--- src/rtl/wt_dcache_req_queue.sv ---
// rtl/wt_dcache_req_queue.sv - credit-limited in-order request FIFO between the dcache and the memory adapter
module wt_dcache_req_queue #(
    parameter int unsigned Depth          = 4,
    parameter int unsigned MaxOutstanding = 8,
    parameter int unsigned DataWidth      = 64
) (
    input  logic                 clk_i,
    input  logic                 rst_i,
    input  logic                 req_i,
    output logic                 ack_o,
    input  logic [DataWidth-1:0] data_i,
    output logic                 req_o,
    input  logic                 ack_i,
    output logic [DataWidth-1:0] data_o,
    input  logic                 rtrn_done_i,
    output logic                 empty_o,
    output logic                 full_o,
    output logic                 err_o
);

    localparam int unsigned PtrW = $clog2(Depth);
    localparam int unsigned OccW = $clog2(Depth + 1);
    localparam int unsigned OutW = $clog2(MaxOutstanding + 1);
    localparam logic [OccW-1:0] OccFull = OccW'(Depth);
    localparam logic [OutW-1:0] OutMax  = OutW'(MaxOutstanding);

    logic [DataWidth-1:0] mem_q [Depth];
    logic [DataWidth-1:0] mem_d [Depth];
    logic [PtrW-1:0]      wr_ptr_q, wr_ptr_d;
    logic [PtrW-1:0]      rd_ptr_q, rd_ptr_d;
    logic [OccW-1:0]      occ_q, occ_d;
    logic [OutW-1:0]      out_q, out_d;
    logic                 err_q, err_d;

    logic push, pop, rtrn_ok;

    always_comb begin
        mem_d    = mem_q;
        wr_ptr_d = wr_ptr_q;
        rd_ptr_d = rd_ptr_q;
        occ_d    = occ_q;
        out_d    = out_q;

        full_o  = (occ_q == OccFull);
        empty_o = (occ_q == '0) && (out_q == '0);
        req_o   = (occ_q != '0) && (out_q < OutMax);
        push    = req_i && !full_o;
        pop     = ack_i && req_o;
        rtrn_ok = rtrn_done_i && (out_q != '0);
        ack_o   = push;
        data_o  = mem_q[rd_ptr_q];

        // Depth is a power of two, so the pointers wrap by plain overflow.
        if (push) begin
            mem_d[wr_ptr_q] = data_i;
            wr_ptr_d        = wr_ptr_q + PtrW'(1);
        end
        if (pop) begin
            rd_ptr_d = rd_ptr_q + PtrW'(1);
        end

        case ({push, pop})
            2'b10:   occ_d = occ_q + OccW'(1);
            2'b01:   occ_d = occ_q - OccW'(1);
            default: occ_d = occ_q;
        endcase

        case ({pop, rtrn_ok})
            2'b10:   out_d = out_q + OutW'(1);
            2'b01:   out_d = out_q - OutW'(1);
            default: out_d = out_q;
        endcase

        err_d = err_q || (ack_i && !req_o) || (rtrn_done_i && (out_q == '0));
        err_o = err_q;
    end

    always_ff @(posedge clk_i) begin
        if (rst_i) begin
            wr_ptr_q <= '0;
            rd_ptr_q <= '0;
            occ_q    <= '0;
            out_q    <= '0;
            err_q    <= 1'b0;
        end else begin
            wr_ptr_q <= wr_ptr_d;
            rd_ptr_q <= rd_ptr_d;
            occ_q    <= occ_d;
            out_q    <= out_d;
            err_q    <= err_d;
        end
    end

    // Payload storage needs no reset; occupancy alone decides validity.
    always_ff @(posedge clk_i) begin
        mem_q <= mem_d;
    end

    a_no_push_full: assert property (@(posedge clk_i) disable iff (rst_i) !(push && full_o));
    a_no_pop_empty: assert property (@(posedge clk_i) disable iff (rst_i) !(pop && (occ_q == '0)));
    a_out_bound:    assert property (@(posedge clk_i) disable iff (rst_i) (out_q <= OutMax));

endmodule

--- config.mk ---
export PLATFORM = sky130hd
export DESIGN_NAME = wt_dcache_req_queue
export DESIGN_NICKNAME = d
export VERILOG_FILES = /design/src/rtl/wt_dcache_req_queue.sv
export SDC_FILE = /design/constraint.sdc
export NUM_CORES = 1
export LEC_CHECK = 0
export CAP_MARGIN = 15
export CORE_MARGIN = 10
export CORE_UTILIZATION = 58
export CTS_BUF_LIST = sky130_fd_sc_hd__clkbuf_4
export DETAILED_ROUTE_END_ITERATION = 12
export GPL_ROUTABILITY_DRIVEN = 0
export PLACE_DENSITY = 0.87
export SYNTH_ARGS = -nofsm -noshare
export SYNTH_HDL_FRONTEND = slang
export SYNTH_SLANG_ARGS = --single-unit
export TNS_END_PERCENT = 5
--- constraint.sdc ---
create_clock -name clk_i -period 3.85 [get_ports clk_i]
set_input_delay 0.5775 -clock clk_i [delete_from_list [all_inputs] [get_ports clk_i]]
set_output_delay 0.5775 -clock clk_i [all_outputs]
set_load 0.02 [all_outputs]
==> reports/results.txt <==
Status: finished, final reports clean
WL per Instance: 22.2 um
CP Cell Sequence: buf_12 > mux4_2 > clkdlybuf4s50_1
Hold endpoint: err_o$_SDFF_PP0_
Crit Path Max Fanout: 30
CORE AREA: 16,700 um^2
Initial antenna violation count: 2
Crit-path slowest cell: dfxtp_4
Io pins: 138
Reg clk slew, reported paths: 60 ps
Hpwl dp: 12,300 um
Final setup margin: 454 ps
FF-to-FF Start: occ_q[2]$_SDFFE_PP0P_
Setup bufs post-CTS: 0
Largest net degree at the start of global routing: 47
RSZ-0062 raised after global routing: no
H-Tree Level Count: 3
Num CTS Buffers: 67
Syn avg cell area: 23.7 um^2
Worst vdd ir: 0.524 mV
Worst reg2reg path depth: 9
Yosys reg bits: 268
Max-Cap Viols: 0
R2R Path End: occ_q[2]$_SDFFE_PP0P_
Final period utilization: 88.2%
Vias in the first global route: 5,538
Routed WL: 19,700 um
Warnings from Yosys: 0
Yosys cell types: 29
IO buf count: 137
Crit start category: flip-flop
Detail Route Antenna Nets: 0
Sequential area share after synthesis: 79.7%
Total grt overflow: 0
Crit-path max cell delay: 750 ps
Hold Path Depth: 2
Pleak: 4.13 nW
Setup TNS: 0 ps
Via count: 4,966
CTS tree: done
Pwr dens: 702 nW/um^2
WS Path Type: flip-flop to primary output
Clock Skew: 38.4 ps
Hold Startpoint: err_o$_SDFF_PP0_
Die Span Y: 151 um
First-pass GRT wire length: 30,800 um
First-pass iteration count of the detailed router: 4
Routed vias/inst: 5.60
PostCTS Resize Cnt: 0
Final nets: 693
Area Growth Syn to Fin: 25.8%
Clk_lat worst skew: 640 ps
Req. time, crit path: 3270 ps
Slew headroom: 58.3%
Die Wd: 151 um
CP Capture Type: primary output
Cell Rows: 47
Share of layout cells above drive strength 1: 28.3%
Hold Buf Count CTS: 0
Reg2Reg Setup Slack: 1400 ps
CTS sink cnt: 268
Mapped Cells: 419
Mapped Nets: 497
Slew @ Worst Pin: 626 ps
HP Class: flip-flop to flip-flop
Slew Viols, Final: 0
CTS Root Cell: clkbuf_4
GRT Total Usage: 17.8%
# DRC: 0
Die Area: 22,800 um^2
Hold Slack: 492 ps
Max clock buf depth: 3
Peak Freq: 294 MHz
Arrival time worst endpoint: 2820 ps
Iteration-0 DRC count of the detailed router: 335
Synthesized area: 9950 um^2
Fin crit period: 3400 ps
Final hold vios: 0
Initial Util: 59.6%
Endpoints failing setup: 0
DP Worst Slack: 1010 ps
==> flip-flops by register name (all words and copies together), names as in the netlist <==
name,count
err_o,1
mem_q,256
occ_q,3
out_q,4
rd_ptr_q,2
wr_ptr_q,2
==> per-stage QoR <==
step / power [mW] / utilization, % / cells / instance area, um^2
after floorplan: 5.38 / - / 419 / 9950
after global placement: 6.46 / 69.7 / 766 / 11600
after detailed placement: 6.56 / 69.7 / 766 / 11600
after CTS: 8.91 / 74.9 / 885 / 12500
after global routing: 9.23 / 74.9 / 885 / 12500
final: 8.79 / 74.9 / 887 / 12500
==> cells by family (layout without fill, tap and decap cells) <==
kind of cell	count (synthesis)	in the layout	share of synthesized area (%)
buffers and inverters	25	271	1.33
other	0	2	0
muxes	67	67	14.8
AOI/OAI and AO/OA	11	11	0.604
and+or+nand+nor	31	31	1.64
adders and majority gates	9	9	1.21
xor gates and xnor gates	8	8	0.705
DFF	268	268	79.7
==> report_power, final <==
| group | internal [mW] | leakage [nW] | switching, mW | total, mW |
|---|---|---|---|---|
| clock | 1.29 | 0.527 | 1.05 | 2.34 |
| combinational | 1.38 | 1.16 | 1.31 | 2.69 |
| sequential | 3.55 | 2.45 | 0.209 | 3.76 |
| total | 6.21 | 4.13 | 2.57 | 8.79 |
==> worst max-delay path, delay by kind of cell, from the launching register on <==
kind / cells / cell delay (ps)
buf+inv: 2 / 890
flops: 1 / 750
mux: 1 / 530
==> Yosys cell counts <==
master	count	area share, %
nor2_1	11	0.42
buf_2	9	0.45
nor3b_1	1	0.076
nor2b_1	4	0.25
and2_1	5	0.31
mux2_2	1	0.11
ha_1	8	1.0
fa_1	1	0.20
buf_4	3	0.23
mux4_2	64	14
clkbuf_1	2	0.076
or3_1	2	0.13
nor3_1	2	0.10
a211o_1	1	0.088
nor4_1	1	0.063
inv_1	8	0.30
edfxtp_1	256	77
clkbuf_2	1	0.050
xnor2_1	3	0.26
and4bb_1	1	0.13
nand3_1	1	0.050
dfxtp_1	12	2.4
a21oi_1	5	0.25
a31oi_1	1	0.063
mux2i_1	2	0.20
o21ai_0	4	0.20
xor2_1	5	0.44
nand2_1	3	0.11
buf_6	2	0.23
==> layout make-up <==
type | instances | area (um^2)
Antenna cell | 2 | 5.00
Sequential cell | 268 | 7940
Inverter | 8 | 30.0
Multi-Input combinational cell | 126 | 1900
Timing Repair Buffer | 144 | 1510
Clock inverter | 16 | 87.6
Fill cell | 970 | 4190
Tap cell | 220 | 275
Clock buffer | 103 | 773
==> worst max-delay path by stage <==
stage               slack (ps)                 end                startpoint  cells after the start
finish                     450          data_o[49]  rd_ptr_q[0]$_SDFFE_PP0P_                      3
global route               250          data_o[49]  rd_ptr_q[0]$_SDFFE_PP0P_                      3
CTS                        340          data_o[49]  rd_ptr_q[0]$_SDFFE_PP0P_                      3
detailed placement        1010               ack_o                     req_i                      3
global placement          1060          data_o[49]  rd_ptr_q[0]$_SDFFE_PP0P_                      3
floorplan                  960  mem_q[0]$_DFFE_PP_                     req_i                      3
==> layer usage <==
| layer | track usage, % | part of all wire [%] |
|---|---|---|
| met5 | 0 | 0 |
| met4 | 6.74 | 1.3 |
| met3 | 6.68 | 9.6 |
| met2 | 28.8 | 50 |
| met1 | 21.4 | 39 |
==> placed cells by master (no fill, tap or decap), types with 2 or more instances in the layout <==
cell type,count
nor2b_1,4
dfxtp_4,2
inv_2,5
mux4_2,64
clkdlybuf4s50_1,137
nor3_1,2
nand2_1,3
xnor2_1,3
ha_1,8
inv_1,8
mux2i_1,2
clkinv_1,9
edfxtp_1,256
diode_2,2
buf_12,7
and2_4,4
clkbuf_4,103
nor2_1,11
or3_1,2
dfxtp_1,10
a21oi_1,5
xor2_1,5
o21ai_0,4
No activity file was read; power rests on OpenSTA's default activity.
